==> src/rtl/uart_pkg.sv <==
// uart_pkg: shared receiver state encoding, frame width and default line timing
package uart_pkg;
    typedef enum logic [2:0] {IDLE, START, DATA, PARITY, STOP, WAIT_HI} rx_state_e;
    localparam int DATA_BITS = 8;
    localparam int DEF_CLK_FREQ = 50000000;
    localparam int DEF_BAUD = 9600;
endpackage

==> src/rtl/rx_bps_module.sv <==
// rx_bps_module: per-bit baud timer for the UART receiver
// Ports: CLK clock; RST sync active-high reset; Count_Sig runs the counter (clears it when low);
//        Mid_Sig high while the count sits at the mid-bit point; End_Sig high on the last count of a bit
module rx_bps_module
    import uart_pkg::*;
#(
    parameter int CLK_FREQ = DEF_CLK_FREQ,
    parameter int BAUD = DEF_BAUD
) (
    input  logic CLK,
    input  logic RST,
    input  logic Count_Sig,
    output logic Mid_Sig,
    output logic End_Sig
);
    localparam int BPS_T = CLK_FREQ / BAUD;
    localparam int BPS_HALF = BPS_T / 2;
    logic [12:0] count_bps_q, count_bps_d;
    assign Mid_Sig = count_bps_q == 13'(BPS_HALF);
    assign End_Sig = count_bps_q == 13'(BPS_T - 1);
    always_comb count_bps_d = (Count_Sig && !End_Sig) ? count_bps_q + 13'd1 : 13'd0;
    always_ff @(posedge CLK) count_bps_q <= RST ? 13'd0 : count_bps_d;
endmodule

==> src/rtl/uart_rx_module.sv <==
// uart_rx_module: 8N1 UART receiver with mid-bit sampling and stop-bit check
// Ports: CLK clock; RST sync active-high reset; RX_Pin_In async serial line (idle high);
//        RX_En_Sig frame enable; RX_Data last good byte; RX_Done_Sig one-cycle byte strobe;
//        Frame_Err_Sig one-cycle bad-stop strobe; Parity_Err_Sig one-cycle even-parity mismatch strobe
//        (present only when UART_RX_PARITY_EN is defined, which adds a parity bit before stop)
module uart_rx_module
    import uart_pkg::*;
#(
    parameter int CLK_FREQ = DEF_CLK_FREQ,
    parameter int BAUD = DEF_BAUD
) (
    input  logic       CLK,
    input  logic       RST,
    input  logic       RX_Pin_In,
    input  logic       RX_En_Sig,
    output logic [7:0] RX_Data,
    output logic       RX_Done_Sig,
    output logic       Frame_Err_Sig
`ifdef UART_RX_PARITY_EN
    ,output logic      Parity_Err_Sig
`endif
);
    rx_state_e state_q, state_d;
    logic sync1_q, sync2_q, sync3_q;
    logic [2:0] idx_q, idx_d;
    logic [DATA_BITS-1:0] shift_q, shift_d, data_q, data_d;
    logic done_q, done_d, ferr_q, ferr_d;
    logic mid, bend, line, fall;
    assign line = sync2_q;
    assign fall = !sync2_q && sync3_q;
    rx_bps_module #(.CLK_FREQ(CLK_FREQ), .BAUD(BAUD)) u_bps (
        .CLK(CLK),
        .RST(RST),
        .Count_Sig(state_q != IDLE && state_q != WAIT_HI),
        .Mid_Sig(mid),
        .End_Sig(bend)
    );
`ifdef UART_RX_PARITY_EN
    logic perr_q, perr_d, pbad_q, pbad_d;
    assign Parity_Err_Sig = perr_q;
`endif
    always_comb begin
        state_d = state_q;
        idx_d = idx_q;
        shift_d = shift_q;
        data_d = data_q;
        done_d = 1'b0;
        ferr_d = 1'b0;
`ifdef UART_RX_PARITY_EN
        perr_d = 1'b0;
        pbad_d = pbad_q;
`endif
        // losing enable abandons any frame in progress without strobes
        if (state_q != IDLE && !RX_En_Sig) state_d = IDLE;
        else case (state_q)
            IDLE: if (fall && RX_En_Sig) state_d = START;
            START: begin
                if (mid && line) state_d = IDLE;
                else if (bend) begin
                    state_d = DATA;
                    idx_d = 3'd0;
                end
            end
            DATA: begin
                if (mid) shift_d = {line, shift_q[DATA_BITS-1:1]};
                if (bend) begin
`ifdef UART_RX_PARITY_EN
                    if (idx_q == 3'(DATA_BITS - 1)) state_d = PARITY;
`else
                    if (idx_q == 3'(DATA_BITS - 1)) state_d = STOP;
`endif
                    else idx_d = idx_q + 3'd1;
                end
            end
`ifdef UART_RX_PARITY_EN
            PARITY: begin
                if (mid) begin
                    pbad_d = ^{shift_q, line};
                    perr_d = ^{shift_q, line};
                end
                if (bend) state_d = STOP;
            end
`endif
            // leave at mid-bit so a start edge right after the stop bit is seen
            STOP: if (mid) begin
                if (line) begin
                    state_d = IDLE;
`ifdef UART_RX_PARITY_EN
                    if (!pbad_q) begin
                        data_d = shift_q;
                        done_d = 1'b1;
                    end
`else
                    data_d = shift_q;
                    done_d = 1'b1;
`endif
                end else begin
                    ferr_d = 1'b1;
                    state_d = WAIT_HI;
                end
            end
            // a held-low break must return high before a new start is accepted
            WAIT_HI: if (line) state_d = IDLE;
            default: state_d = IDLE;
        endcase
    end
    always_ff @(posedge CLK) begin
        if (RST) begin
            state_q <= IDLE;
            {sync1_q, sync2_q, sync3_q} <= 3'b111;
            idx_q <= 3'd0;
            shift_q <= '0;
            data_q <= '0;
            done_q <= 1'b0;
            ferr_q <= 1'b0;
`ifdef UART_RX_PARITY_EN
            perr_q <= 1'b0;
            pbad_q <= 1'b0;
`endif
        end else begin
            state_q <= state_d;
            {sync1_q, sync2_q, sync3_q} <= {RX_Pin_In, sync1_q, sync2_q};
            idx_q <= idx_d;
            shift_q <= shift_d;
            data_q <= data_d;
            done_q <= done_d;
            ferr_q <= ferr_d;
`ifdef UART_RX_PARITY_EN
            perr_q <= perr_d;
            pbad_q <= pbad_d;
`endif
        end
    end
    assign RX_Data = data_q;
    assign RX_Done_Sig = done_q;
    assign Frame_Err_Sig = ferr_q;
endmodule

==> config.mk <==
export PLATFORM = sky130hd
export DESIGN_NAME = uart_rx_module
export DESIGN_NICKNAME = d
export VERILOG_FILES = /design/src/rtl/uart_pkg.sv /design/src/rtl/rx_bps_module.sv /design/src/rtl/uart_rx_module.sv
export SDC_FILE = /design/constraint.sdc
export NUM_CORES = 1
export LEC_CHECK = 0
export BUFFER_PORTS_ARGS = -buffer_cell sky130_fd_sc_hd__buf_2
export CORE_MARGIN = 10
export CORE_UTILIZATION = 30
export CTS_BUF_LIST = sky130_fd_sc_hd__clkbuf_16
export CTS_CLUSTER_DIAMETER = 100
export DETAILED_ROUTE_END_ITERATION = 7
export PLACE_DENSITY_LB_ADDON = 0.05
export SYNTH_ARGS = -nofsm -noshare
export SYNTH_HDL_FRONTEND = slang
export SYNTH_SLANG_ARGS = --single-unit
==> constraint.sdc <==
create_clock -name CLK -period 2.5 [get_ports CLK]
set_input_delay 0 -clock CLK [delete_from_list [all_inputs] [get_ports CLK]]
set_output_delay 0 -clock CLK [all_outputs]
set_load 0.02 [all_outputs]
# --- Yosys cells after proc, flatten, opt, wreduce, memory -nomap -nowiden ---
# Cells that the tools add are included.
op_classes:
  addsub: 2
  eq_ne: 17
  muxes: 16
  bitwise_logic: 4
  n_reduce_logical: 19
op_table:
  columns: ["op", "n"]
  rows:
  - ["$mux W3", 12]
  - ["$pmux W3 S5", 1]
  - ["$add A13 B1 Y13 const B", 1]
  - ["$eq A13 B12 Y1 const B", 1]
  - ["$eq A13 B13 Y1 const B", 1]
  - ["$ne A2 B2 Y1 const B", 6]
  - ["$reduce_and A6 Y1", 2]
  - ["$eq A3 B3 Y1 const B", 3]
  - ["$logic_and A1 B1 Y1", 6]
  - ["$pmux W3 S2", 1]
  - ["$ne A2 B1 Y1 const B", 2]
  - ["$not A1 Y1", 4]
  - ["$reduce_and A4 Y1", 1]
  - ["$reduce_or A2 Y1", 2]
  - ["$reduce_or A4 Y1", 1]
  - ["$add A3 B1 Y3 const B", 1]
  - ["$eq A3 B1 Y1 const B", 1]
  - ["$eq A3 B2 Y1 const B", 1]
  - ["$logic_not A1 Y1", 3]
  - ["$logic_not A3 Y1", 1]
  - ["$ne A3 B2 Y1 const B", 1]
  - ["$ne A3 B3 Y1 const B", 1]
  - ["$reduce_and A3 Y1", 1]
  - ["$reduce_bool A3 Y1", 1]
  - ["2 further kinds", 3]
word_totals:
  regBits: 40
  output_inout_bits: 10
  wordCells: 68

# --- Depth between registers and ports, before layout ---
# Gate-level depths: netlist of run 1.
logic_depth:
  word_depth: 5
  ltp_mapped: 8
  depth_no_buf: 7

# --- Hierarchy ---
# Synthesis of run 1 repeated with hierarchy kept, for this count alone.
hier_totals:
  cells_unflattened: 189
  hier_area_um2: 1834.3
by_module_without_submodules:
  columns: ["module", "n_inst", "cells_per_inst", "area_per_inst_um2"]
  rows:
  - ["uart_rx_module", 1, 116, 1159.9]
  - ["rx_bps_module", 1, 73, 674.4]

# --- Least setup slack after synthesis of run 1 ---
# Ideal clock, no wire load.
synth_timing:
  path_kind: "register to register"
  startpoint: "reg u_bps.count_bps_q[0]"
  endpoint: "reg data_q[0] (netlist: RX_Data[0])"
  arrival_ns: 1.697
  required_time_ns: 2.372
  path_slack_ns: 0.676
  path_stages_with_launch: 8
  n_path_buf: 0
  period_less_slack_ns: 1.824
  path_cell_list: "dfxtp_1 -> inv_1 -> ha_1 -> or4b_4 -> nor3_4 -> nand4_4 -> mux2i_1 -> nor2_1"
synth_via:
  elab_chain_cells: 2
synth_rtl:
  columns: ["element", "line_no", "rtl"]
  rows:
  - ["start: declaration", "rx_bps_module.sv:18", "logic [12:0] count_bps_q, count_bps_d;"]
  - ["start signal: assignment", "rx_bps_module.sv:22", "always_ff @(posedge CLK) count_bps_q <= RST ? 13'd0 : count_bps_d;"]
  - ["$eq A13 B12 Y1", "rx_bps_module.sv:19", "assign Mid_Sig = count_bps_q == 13'(BPS_HALF);"]
  - ["$reduce_and A4 Y1 (no line)", null, null]
  - ["end signal: assignment", "uart_rx_module.sv:125", "data_q <= data_d;"]
  - ["end: declaration", "uart_rx_module.sv:26", "logic [DATA_BITS-1:0] shift_q, shift_d, data_q, data_d;"]
# Every way passes these cells.
# A chain may end at the register's enable or synchronous reset.

# --- Worst setup path in the final report of run 1 ---
layout_timing:
  startpoint: "reg u_bps.count_bps_q[0]"
  endpoint: "reg shift_q[6]"
layout_via:
  elab_chain_cells: 2
layout_rtl:
  columns: ["element", "line_no", "rtl"]
  rows:
  - ["$eq A13 B12 Y1", "rx_bps_module.sv:19", null]
  - ["$reduce_and A3 Y1 (no line)", null, null]
  - ["end signal: assignment", "uart_rx_module.sv:124", "shift_q <= shift_d;"]
  - ["end: declaration", "uart_rx_module.sv:26", null]
# Every way passes these cells.

==> results of run 1 <==
-- per-layer routing --
layer / up-vias / routed length (um) / track usage (%)
met2: 12 / 1590 / 11.6
met4: 0 / 85 / 4.36
met3: 8 / 118 / 2.47
met5: - / 0 / 0
met1: 589 / 1800 / 9.91
li1: 676 / - / -
-- state kept, by name (all words and copies together), names as in the netlist --
| signal | count |
|---|---|
| line | 1 |
| state_q | 3 |
| u_bps.count_bps_q | 13 |
| sync1_q | 1 |
| sync3_q | 1 |
| Frame_Err_Sig | 1 |
| RX_Data | 8 |
| RX_Done_Sig | 1 |
| idx_q | 3 |
| shift_q | 8 |
-- power by group through the flow --
stage | sequential [uW] | clock [uW] | combinational, uW
global route | 712 | 792 | 247
detailed placement | 719 | 0 | 213
global placement | 718 | 0 | 211
floorplan | 684 | 0 | 230
finish | 705 | 749 | 214
CTS | 705 | 767 | 215
-- area by class of cell --
class,count,share of cell area (%)
inverter,3,0.537
tap,75,4.48
timing repair buffer,14,3.58
clock buffer,5,5.97
sequential,40,38.2
clock inverter,3,2.27
multi-input combinational,139,45.0
-- what timing repair did --
item / 4_1_cts / 5_1_grt
resized for setup: 0 / 0
hold buffers: 1 / 0
hold endpoints to repair: 1 / 0
-- synth_stat cells (all sizes together) --
library cell	n
o221a	1
and4b	1
and2	2
or4b	1
nor3	5
and4bb	1
nand3	12
nor2	41
ha	4
mux2i	18
o21ai	4
nor3b	2
nand2b	2
xnor2	7
nor2b	1
or2	3
o211ai	1
nand4	2
nor4b	2
inv	3
clkbuf	4
a21oi	3
nand4b	1
and3	6
buf	5
a31oi	2
xor2	6
or4bb	1
nand2	10
dfxtp	40
-- logic make-up (layout without fill, tap and decap cells) --
family                   count (synthesis)  in the layout  share of synthesized area (%)
AND/OR/NAND/NOR                         93             93                           28.4
flip-flops                              40             40                           44.0
multiplexers                            18             18                           9.89
XOR/XNOR                                13             13                           6.25
buffers and inverters                   12             25                           4.33
AO/OA/AOI/OAI                           11             11                           4.46
adder cells (fa/ha/maj)                  4              4                           2.75
-- through the flow --
| step | instances | worst slack, ns |
|---|---|---|
| 2_1_floorplan | 191 | 0.676 |
| 3_3_place_gp | 270 | 0.432 |
| 3_5_place_dp | 270 | 0.343 |
| 4_1_cts | 279 | 0.324 |
| 5_1_grt | 279 | 0.167 |
| 6_report | 279 | 0.359 |
-- worst max-delay path: cells and delay by family (launching register included) --
| family | cells | cell delay, ns |
|---|---|---|
| simple gates | 4 | 1.23 |
| flops | 1 | 0.34 |
| mux | 1 | 0.25 |
| fa+ha+maj | 1 | 0.13 |
| buf+inv | 1 | 0.06 |
-- path summary, 6_finish.rpt --
check / endpoint / slack, ns / cells after the start
worst min register to register: line / 0.41 / 1
worst min-delay path: RX_Data[2] / 0.13 / 2
worst max register to register: shift_q[6] / 0.36 / 7
worst max-delay path: shift_q[6] / 0.36 / 7
==> impl_metrics.ini, run 1 <==
[run_status]
outcome = finished, final reports clean

[pwr]
cellInternalPower_uw = 1220
power.static_leakage_uw = 0.000830
power_switching_uw = 449
power_per_cell_area_mw_per_mm2 = 796
pwr-share-clk_pct = 44.9
combPwrFrac_pct = 12.8
seq_power_share_pct = 42.3
design_power_total_uw = 1670
sw_frac_of_total_pct = 26.9
vdd_drop_max_v = 0.000339

[floorplanning]
initial_core_util_pct = 30.8
die_area_sq_mm = 0.00959
placeableCoreArea_sq_mm = 0.00592
die-height_um = 97.9
total_number_of_placement_rows = 28
boundaryPins = 14
die_x_um = 97.9

[final_layout]
area_used_by_multi_input_combinational_logic_sq_um = 942
num_antenna_cells = 0
ff_latch_area_sq_um = 801
area.growth.synth_to_final_pct = 15.0
nNetsFinal = 211
final_core_density_pct = 35.4
n_fill_cell = 591
layout.cells.most_common = sky130_fd_sc_hd__dfxtp_1
drive_above_1_share_pct = 19.1
postLayoutCellArea_sq_mm = 0.00210
commonest_cells_after_routing_fill_and_taps_aside = sky130_fd_sc_hd__dfxtp_1 (40), sky130_fd_sc_hd__nor2_1 (39), sky130_fd_sc_hd__mux2i_1 (18)

[detailed_routing]
via_per_inst = 4.61
drt_first_pass_iters = 4
total_via_count_after_detailed_routing = 1285
detail_route.drc_violations = 0
final_antenna_net_count = 0
wire_per_inst_um = 12.9
finalWirelength_mm = 3.59
dr.first_iter.drc_count = 67

[placement]
place.detailed.hpwl_mm = 2.52
place_congestion = 0.759
place.port_buffers = 13
postPlaceCellArea_sq_mm = 0.00191

[critical_path]
setup.worst_path.start_class = flip-flop
crit_start = u_bps.count_bps_q[0]
crit_chain = inv_1 > ha_1 > or4b_4 > nor3_1 > and3_1 > mux2i_1 > nor2_1
cpMaxStageDelayCell = sky130_fd_sc_hd__and3_1
worstSetupPathType = reg2reg
critical_path_arrival_ns = 2.31
endpoint_kind = flip-flop
cp_data_required_time_ns = 2.67
worst-path-max-fanout = 8
max_stage_delay_ns = 0.49
regToRegStartpoint = u_bps.count_bps_q[0]

[timing]
final-hold-violation-count = 0
worst_slew_pin_slew_ns = 0.484
finalHoldWorstSlack_ns = 0.127
max-slew-margin-rel_pct = 67.7
fin_skew_ns = 0.00656
slew_viol_final = 0
fmax_mhz = 467
timing.final.crit_share_pct = 85.6
rsz0062_at_grt = no
report.final.setup_viol = 0
layout_min_cycle_time_ns = 2.14
final_total_negative_setup_slack_ns = 0

[clocking]
clock_tree.root_cell = sky130_fd_sc_hd__clkbuf_16
clk_latency_ns = 0.29
clock_sink_count = 40
tritoncts = done
numCtsBuffers = 5
cts_max_level = 2
clock_tree.buffer_depth = 2
cts.reportedPaths.clkPinSlew_ns = 0.06
setup_repair_bufs_after_cts = 0

[yosys]
synth_cell_type_count = 41
synth_top_area_share_pct = 44.0
post_synth_inst_count = 191
syn_avg_cell_area_sq_um = 9.54
mappedNetlistNets = 199
synth_area_leader_cell = sky130_fd_sc_hd__dfxtp_1
synth_seq_area_share_pct = 44.0
cell_area_after_technology_mapping_sq_mm = 0.00182
ys_top_cells_by_area = sky130_fd_sc_hd__dfxtp_1 (44%), sky130_fd_sc_hd__mux2i_1 (9.9%), sky130_fd_sc_hd__nor2_1 (8.0%)
yosys_warnings = 0
post_synthesis_register_bit_count = 40

[global_routing]
antenna_found_initial = 0
grt_pass1_vias = 1244
grt_overflow_total = 0
grt_use_total_pct = 7.88
grt_start_max_net_pins = 26
grt_first_pass_wirelength_mm = 6.24

[hold_path]
min-delay-path-class = in2reg
min_from = RST

[job]
cap_violations = 0
(Power assumes the default switching activity.)
==> inputs of run 2 (changes only) <==
Settings changed: CORE_UTILIZATION 30 to 50, SYNTH_HIERARCHICAL set to 1.
==> run 2 against run 1 <==
Against the previous run: clock skew is essentially flat; global-route usage grew 3.7 points; sequential share of layout area grew 0.28 points; largest cell class unchanged; highest routed layer unchanged.
==> impl_metrics.ini, run 2 <==
[clocking]
cts_max_level = 2
numCtsBuffers = 5
cts.reportedPaths.clkPinSlew_ns = 0.06
clock_tree.root_cell = sky130_fd_sc_hd__clkbuf_16
tritoncts = done
clk_latency_ns = 0.28
clock_tree.buffer_depth = 2
clock_sink_count = 40

[hold_path]
min_from = RX_En_Sig
hold-path-cell-count = 3
min-delay-path-class = in2reg
whs_endpoint = state_q[2]

[timing]
timing.final.crit_share_pct = 87.0
fmax_mhz = 460
max-slew-margin-rel_pct = 59.2
slew_viol_final = 0
final_total_negative_setup_slack_ns = 0
layout_min_cycle_time_ns = 2.17
fin_skew_ns = 0.00674
rsz0062_at_grt = no
report.final.setup_viol = 0
worst_slew_pin_slew_ns = 0.612
final-hold-violation-count = 0

[final_layout]
drive_above_1_share_pct = 17.5
commonest_cells_after_routing_fill_and_taps_aside = sky130_fd_sc_hd__dfxtp_1 (40), sky130_fd_sc_hd__nor2_1 (27), sky130_fd_sc_hd__mux2i_1 (17)
regMostFlops = u_bps/count_bps_q
layout.cells.most_common = sky130_fd_sc_hd__dfxtp_1
n_fill_cell = 305
finish.cell_count_without_fillers = 252
area_used_by_multi_input_combinational_logic_sq_um = 937
ff_latch_area_sq_um = 801
largest_register_ff_count = 13
num_antenna_cells = 0
area.growth.synth_to_final_pct = 13.4
nNetsFinal = 213

[critical_path]
ff_to_ff_path_depth = 9
regToRegStartpoint = u_bps/count_bps_q[0]
worst-path-max-fanout = 8
setup.worst_path.start_class = flip-flop
endpoint_kind = flip-flop
cp_data_required_time_ns = 2.65
critical_path_arrival_ns = 2.33
setup.reg_to_reg.worst_slack_ns = 0.33
r2r-end = shift_q[5]
worstSetupPathType = reg2reg

[detailed_routing]
wire_per_inst_um = 14.0
dr.first_iter.drc_count = 81
total_via_count_after_detailed_routing = 1432
final_antenna_net_count = 0
via_per_inst = 5.68
drt_first_pass_iters = 4
detail_route.drc_violations = 0
finalWirelength_mm = 3.54

[yosys]
ys_dominant_reg_cell = sky130_fd_sc_hd__dfxtp_1
postSynth.asyncResetShare_pct = 0
synth_most_common_cell = sky130_fd_sc_hd__dfxtp_1
synth.cells.most_frequent = sky130_fd_sc_hd__dfxtp_1 (40), sky130_fd_sc_hd__nor2_1 (27), sky130_fd_sc_hd__mux2i_1 (17)
ys_top_cells_by_area = sky130_fd_sc_hd__dfxtp_1 (44%), sky130_fd_sc_hd__mux2i_1 (9.3%), sky130_fd_sc_hd__nor2_1 (5.5%)
synth_area_leader_cell = sky130_fd_sc_hd__dfxtp_1
cell_area_after_technology_mapping_sq_mm = 0.00183
post_synth_inst_count = 189
synth_edf_count = 0
post_synthesis_register_bit_count = 40
muxShareOfSynthArea_pct = 9.89
yosys_warnings = 6
synth_top_area_share_pct = 43.7
largest_family_of_logic_cells_by_synthesized_area = simple AND/OR/NAND/NOR gates
synthAdderAreaFrac_pct = 2.73
synth_xor_xnor_area_share_pct = 1.91
syn_avg_cell_area_sq_um = 9.71
complex_gate_fraction_of_the_synthesized_area_pct = 10.8
synth_seq_area_share_pct = 43.7
yosys.area_share.simple_pct = 25.7
synth_cell_type_count = 46
mappedNetlistNets = 197

[placement]
place.detailed.hpwl_mm = 2.54
place.port_buffers = 13
placed_cells = 243
place_congestion = 0.771

[pwr]
power_per_cell_area_mw_per_mm2 = 676
power.static_leakage_uw = 0.000724
vdd_drop_max_v = 0.000395

[global_routing]
grt_overflow_total = 0
grt_first_pass_wirelength_mm = 6.08
antenna_found_initial = 0
grt_start_max_net_pins = 27
grt_pass1_vias = 1375
grt_use_total_pct = 11.6

[floorplanning]
die_area_sq_mm = 0.00649
initial_core_util_pct = 53.3
die-height_um = 80.6
die_x_um = 80.6
placeableCoreArea_sq_mm = 0.00344
total_number_of_placement_rows = 21
boundaryPins = 14

[run_status]
outcome = finished, final reports clean

[job]
cap_violations = 0
-- run 2: critical path, stage by stage, from the launching register on --
cell and delay [ns]:
sky130_fd_sc_hd__dfxtp_1 0.35, sky130_fd_sc_hd__inv_1 0.07, sky130_fd_sc_hd__ha_1 0.13, sky130_fd_sc_hd__nand4b_1 0.09
sky130_fd_sc_hd__nor4_1 0.19, sky130_fd_sc_hd__and4b_1 0.37, sky130_fd_sc_hd__nand2_1 0.13, sky130_fd_sc_hd__nor3_4 0.42
sky130_fd_sc_hd__mux2i_1 0.24, sky130_fd_sc_hd__nor2_1 0.06
-- run 2: layer usage --
layer / track usage, % / part of all wire [%] / vias up
li1: - / - / 719
met1: 12.4 / 41 / 680
met2: 19.7 / 51 / 28
met3: 4.23 / 5.5 / 5
met4: 5.46 / 1.6 / 0
met5: 0 / 0 / -
-- run 2: stage by stage --
step / power, uW / hold WS, ns / instance area, sq um / setup slack, ns / utilization, %
after detailed placement: 698 / 0.196 / 1900 / 0.360 / 55.1
after CTS: 1420 / 0.0706 / 2080 / 0.334 / 60.5
after global placement: 697 / 0.185 / 1900 / 0.453 / 55.1
after floorplan: 693 / 0.104 / 1830 / 0.455 / -
final: 1410 / 0.0786 / 2080 / 0.325 / 60.5
after global routing: 1470 / 0.114 / 2080 / 0.0736 / 60.5
-- run 2: layout make-up --
cell class	count	area share (%)
clock inverter	3	2.29
inverter	8	1.44
multi-input combinational	135	45.0
timing repair buffer	15	3.97
clock buffer	5	6.01
tap	46	2.77
sequential	40	38.5
-- run 2: cells by family (layout without fill, tap and decap cells) --
| group | count (synthesis) | count (layout) |
|---|---|---|
| mux | 18 | 18 |
| xor+xnor | 4 | 4 |
| fa+ha+maj | 4 | 4 |
| compound gates | 29 | 29 |
| flops | 40 | 40 |
| buf+inv | 14 | 31 |
| simple gates | 80 | 80 |
-- run 2: how the worst max path moves through the flow --
stage | startpoint | endpoint | slack [ns] | cells past startpoint
finish | u_bps/count_bps_q[0] | shift_q[5] | 0.33 | 9
global route | u_bps/count_bps_q[0] | shift_q[5] | 0.07 | 9
CTS | u_bps/count_bps_q[0] | shift_q[5] | 0.33 | 9
detailed placement | u_bps/count_bps_q[0] | shift_q[4] | 0.36 | 9
global placement | u_bps/count_bps_q[0] | shift_q[3] | 0.45 | 9
floorplan | u_bps/count_bps_q[0] | RX_Data[4] | 0.46 | 9
-- run 2: repair_timing --
action	CTS	global route
hold endpoints to repair	1	0
setup buffers	0	0
setup endpoints to repair	0	0
hold buffers	1	0
resized for setup	0	0
-- run 2: power breakdown --
group | switching [uW] | internal, uW
combinational | 22.8 | 13.9
sequential | 7.56 | 642
clock | 248 | 473
total | 278 | 1130
